File: config.mk
export PLATFORM = sky130hd
export DESIGN_NAME = pipe_stage_reg
export DESIGN_NICKNAME = d
export VERILOG_FILES = /design/src/rtl/pipe_stage_reg.sv
export SDC_FILE = /design/constraint.sdc
export NUM_CORES = 1
export LEC_CHECK = 0
export ABC_AREA = 1
export BUFFER_PORTS_ARGS = -buffer_cell sky130_fd_sc_hd__buf_2
export CORE_MARGIN = 2
export CORE_UTILIZATION = 35
export CTS_BUF_LIST = sky130_fd_sc_hd__clkbuf_8
export DETAILED_ROUTE_END_ITERATION = 16
export PLACE_DENSITY = 0.5
export SYNTH_ARGS = -nofsm -noshare
export SYNTH_HDL_FRONTEND = slang
export SYNTH_SLANG_ARGS = --single-unit
File: constraint.sdc
create_clock -name clk -period 2.33 [get_ports clk]
set_input_delay 0.699 -clock clk [delete_from_list [all_inputs] [get_ports clk]]
set_output_delay 0.699 -clock clk [all_outputs]
set_load 0.005 [all_outputs]
File: src/rtl/pipe_stage_reg.sv
// pipe_stage_reg -- two-entry skid-buffered pipeline stage register.
//
// A main register drives the downstream side. A skid register catches one
// extra payload so that in_ready depends only on local state and the
// freeze/flush controls, never combinationally on out_ready.
//
// Parameters:
//   WIDTH      payload width in bits
//   CNT_WIDTH  width of each performance counter (PIPE_STAGE_PERF_EN only)
//
// Ports:
//   clk        rising-edge clock
//   rst        synchronous active-high reset
//   flush      discard all held entries and the same-cycle input
//   freeze     hazard stall, hold all state, no transfers
//   in_valid   upstream offers in_data
//   in_ready   stage accepts in_data this cycle
//   in_data    upstream payload
//   out_valid  out_data is valid
//   out_ready  downstream accepts out_data this cycle
//   out_data   payload to downstream, zero when out_valid=0
//   stall_cnt  saturating stall-cycle counter      (PIPE_STAGE_PERF_EN only)
//   flush_cnt  saturating discarding-flush counter (PIPE_STAGE_PERF_EN only)
//
// Optional feature macro: PIPE_STAGE_PERF_EN enables the two counters.

module pipe_stage_reg #(
    parameter int unsigned WIDTH     = 64,
    parameter int unsigned CNT_WIDTH = 16
) (
    input  logic                 clk,
    input  logic                 rst,
    input  logic                 flush,
    input  logic                 freeze,
    input  logic                 in_valid,
    output logic                 in_ready,
    input  logic [WIDTH-1:0]     in_data,
    output logic                 out_valid,
    input  logic                 out_ready,
    output logic [WIDTH-1:0]     out_data
`ifdef PIPE_STAGE_PERF_EN
    ,
    output logic [CNT_WIDTH-1:0] stall_cnt,
    output logic [CNT_WIDTH-1:0] flush_cnt
`endif
);

    typedef enum logic [1:0] {
        EMPTY = 2'd0,
        ONE   = 2'd1,
        TWO   = 2'd2
    } state_t;

    state_t             state_q, state_d;
    logic [WIDTH-1:0]   main_q, main_d;
    logic [WIDTH-1:0]   skid_q, skid_d;
    logic               main_valid, skid_valid;
    logic               in_fire, out_fire;

    // Valid bits are decoded from the state, so skid can never be valid
    // while main is empty.
    always_comb begin
        main_valid = (state_q != EMPTY);
        skid_valid = (state_q == TWO);
    end

    // State register
    always_ff @(posedge clk) begin
        if (rst) begin
            state_q <= EMPTY;
            main_q  <= '0;
            skid_q  <= '0;
        end else begin
            state_q <= state_d;
            main_q  <= main_d;
            skid_q  <= skid_d;
        end
    end

    // Next-state logic. freeze needs no explicit branch: it already blocks
    // both in_fire and out_fire, so every register holds.
    always_comb begin
        state_d = state_q;
        main_d  = main_q;
        skid_d  = skid_q;
        if (flush) begin
            state_d = EMPTY;
            main_d  = '0;
            skid_d  = '0;
        end else begin
            unique case (state_q)
                EMPTY: begin
                    if (in_fire) begin
                        state_d = ONE;
                        main_d  = in_data;
                    end
                end
                ONE: begin
                    if (in_fire && out_fire) begin
                        main_d = in_data;
                    end else if (in_fire) begin
                        state_d = TWO;
                        skid_d  = in_data;
                    end else if (out_fire) begin
                        state_d = EMPTY;
                        main_d  = '0;
                    end
                end
                TWO: begin
                    if (out_fire) begin
                        state_d = ONE;
                        main_d  = skid_q;
                        skid_d  = '0;
                    end
                end
                default: begin
                    state_d = EMPTY;
                    main_d  = '0;
                    skid_d  = '0;
                end
            endcase
        end
    end

    // Outputs and handshakes
    always_comb begin
        in_ready  = ~skid_valid & ~freeze & ~flush;
        out_valid = main_valid;
        out_data  = main_valid ? main_q : '0;
        in_fire   = in_valid & in_ready;
        out_fire  = main_valid & out_ready & ~freeze & ~flush;
    end

`ifdef PIPE_STAGE_PERF_EN
    logic [CNT_WIDTH-1:0] stall_q, stall_d;
    logic [CNT_WIDTH-1:0] flush_q, flush_d;

    always_comb begin
        stall_d = stall_q;
        flush_d = flush_q;
        if (((main_valid & ~out_ready) | freeze) && (stall_q != '1)) begin
            stall_d = stall_q + 1'b1;
        end
        if (flush && main_valid && (flush_q != '1)) begin
            flush_d = flush_q + 1'b1;
        end
    end

    always_ff @(posedge clk) begin
        if (rst) begin
            stall_q <= '0;
            flush_q <= '0;
        end else begin
            stall_q <= stall_d;
            flush_q <= flush_d;
        end
    end

    always_comb begin
        stall_cnt = stall_q;
        flush_cnt = flush_q;
    end
`else
    // Keeps CNT_WIDTH referenced when the counters are compiled out.
    logic [CNT_WIDTH-1:0] unused_cnt_w;
    always_comb unused_cnt_w = '0;
`endif

endmodule

==> qor.txt <==
RSZ-0062 raised after global routing: no
vias in the first global route: 7262
MaxCap Viol Count: 0
DR WL/cell: 13.0 um
post-synthesis cell type count: 20
leakage power: 4.29 nW
Post-Synthesis Cells: 1307
fraction of registers with async set/reset: 0%
reg-to-reg endpoint: skid_q[20]
CTS tree: yes
FP Rows: 53
Sw Ratio: 27.5%
total grt overflow: 0
clock share of power: 38.6%
Hold Fails Final Rpt: 0
Ports: 136
Netlist Area Pre-Place: 7620 sq um
final core area utilization: 42.3%
Vias per Instance: 4.57
Vias: 7734
crit path time final: 2.21 ns
status: completed
starting density of the core: 35.9%
critical path startpoint: state_q[0]
Worst Setup Path Type: register to output pin
relative slew slack: 75.9%
Clock Root Buffer: clkbuf_8
Synth top cells by count: 355 x nand2_1, 225 x nor2_1, 224 x inv_1
gpl congestion: 0.764
clock net sink count: 130
worst r2r src: state_q[0]
Die Y: 152 um
clk_skew: 0.00948 ns
Filler cells: 2384
Detailed Route Iter0 Violations: 364
initial antenna violation count: 1
core area: 21200 sq um
hold crit path type: register to register
Worst setup EP type: output pin
fin. max-slew vios: 0
post-synth top area share: 34.2%
most used flip-flop cell after synthesis: dfxtp_1
biggest area consumer among synthesized cells: dfxtp_1
WP data required: 1.63 ns
layout cells sized above 1: 15.3%
worst skew pair latency: 0.45 ns
largest net degree at the start of global routing: 58
Bufs on Longest Clock Path: 2
number of CTS-inserted buffers: 17
total negative slack: 0 ns
Die W: 152 um
sequential area share after synthesis: 34.2%
crit share post-route: 94.8%
Internal Pwr Total: 3.34 mW
P_sw: 1.26 mW
crit path DAT: 1.51 ns
flop2flop setup slack: 0.55 ns
Post-Syn Nets: 1377
hpwl dp: 14100 um
crit start category: register
Seq pwr share: 49.3%
drt first pass iters: 5
EDFF count, synth: 0
most frequent cell after synthesis: nand2_1
YS warnings: 0
Final setup viols: 0
VDD IR max: 0.292 mV
Worst Hold Depth: 2
htree depth: 4
pwr dens: 512 nW/um^2
Post-CTS Setup Repair Bufs: 0
cells on worst reg2reg path: 8
top cells by area, synth: dfxtp_1 34%, nand2_1 17%, nor2_1 11%, inv_1 11%, a21oi_1 6.8%
GRT Util Overall: 20.1%
area grow syn2layout: 17.9%
fmax: 453 MHz
Syn Area/Cell: 5.83 sq um
combinational share of power: 12.1%
DRC Markers: 0
Worst-path clk slew: 0.07 ns
worst-path fanout max: 11
hold path start: main_q[46]
Routed Antenna Nets: 0
DIE AREA: 23000 sq um
hold buffers post-CTS: 0
Synth Register Bits: 130
hold-critical path endpoint: main_q[46]
Slew @ Worst Pin: 0.361 ns
drt total wl: 22000 um
I/O Buffers: 135
first-pass GRT wire length: 36300 um
Final #Nets: 1473
repair_timing:
| item | 4_1_cts | 5_1_grt |
|---|---|---|
| setup endpoints to repair | 1 | 7 |
| endpoints found under the hold margin | 0 | 0 |
| gates resized for setup | 2 | 2 |
critical path, stage by stage, from the launching register on:
cell     delay, ns
dfxtp_1       0.46
inv_2         0.10
nand2_4       0.15
nand2_1       0.13
inv_1         0.11
buf_2         0.12
cell type report:
| type | count | area, sq um | area share, % |
|---|---|---|---|
| diodes | 1 | 2.50 | 0.0279 |
| clock buffers | 23 | 317 | 3.52 |
| clock inverters | 8 | 36.3 | 0.404 |
| inverters | 229 | 860 | 9.57 |
| multi-input cells | 859 | 3750 | 41.7 |
| flip-flops and latches | 130 | 2600 | 29.0 |
| well taps | 275 | 344 | 3.83 |
| repair buffers | 166 | 1070 | 11.9 |
metal layers:
metal	up-vias	share of wire, %	global-route usage (%)
met5	-	0	0
met4	0	1.7	5.65
met3	27	4.3	3.77
met2	145	45	33.4
met1	3452	49	26.7
li1	4110	-	-
cells in the final DEF (no fill, tap or decap):
cell,Yosys,final
clkinv_2,0,5
nand3_1,67,67
buf_12,0,13
nor2_1,225,221
nor2_4,0,4
clkbuf_8,0,23
dfxtp_2,0,1
nand3b_1,37,37
dfxtp_1,130,129
a21oi_1,103,103
inv_1,224,225
diode_2,0,1
o21ai_4,0,1
nand3_2,1,1
inv_2,5,7
nand2_2,2,5
o21ai_0,64,64
nand2_4,0,1
a31oi_1,2,2
buf_2,40,135
nor2_8,1,1
nor2_2,1,1
buf_4,9,18
nand2_1,355,351
cell families after synthesis:
kind of cell | Yosys count | synth area share (%)
AOI/OAI and AO/OA | 170 | 11.2
buffers and inverters | 318 | 17.4
and+or+nand+nor | 689 | 37.3
DFF | 130 | 34.2
sequential cells by signal, summed over array words and instances (netlist names):
signal   flops
main_q      64
skid_q      64
state_q      2
worst max path at each step:
stage | end | slack [ns] | depth (start not counted)
floorplan | out_data[10] | 0.39 | 6
global placement | in_ready | 0.05 | 5
detailed placement | skid_q[20] | 0.07 | 8
CTS | out_data[51] | 0.05 | 4
global route | in_ready | 0.03 | 5
finish | in_ready | 0.12 | 5
metrics by stage:
stage / area, sq um / power [mW] / std cells / setup WS (ns) / hold slack (ns)
final: 8980 / 4.60 / 1691 / 0.122 / 0.465
after global routing: 8980 / 4.84 / 1690 / 0.0259 / 0.483
after CTS: 8980 / 4.67 / 1690 / 0.0471 / 0.468
after detailed placement: 8620 / 2.88 / 1659 / 0.0696 / 0.456
after global placement: 8620 / 2.88 / 1659 / 0.0503 / 0.454
after floorplan: 7620 / 2.68 / 1307 / 0.388 / 0.445
power groups by stage:
| stage | logic (mW) | clock network (mW) | registers, mW |
|---|---|---|---|
| after floorplan | 0.363 | 0 | 2.32 |
| after global placement | 0.559 | 0 | 2.32 |
| after detailed placement | 0.562 | 0 | 2.32 |
| after CTS | 0.564 | 1.84 | 2.27 |
| after global routing | 0.638 | 1.93 | 2.27 |
| final | 0.556 | 1.78 | 2.27 |
No activity file was read; power rests on OpenSTA's default activity.
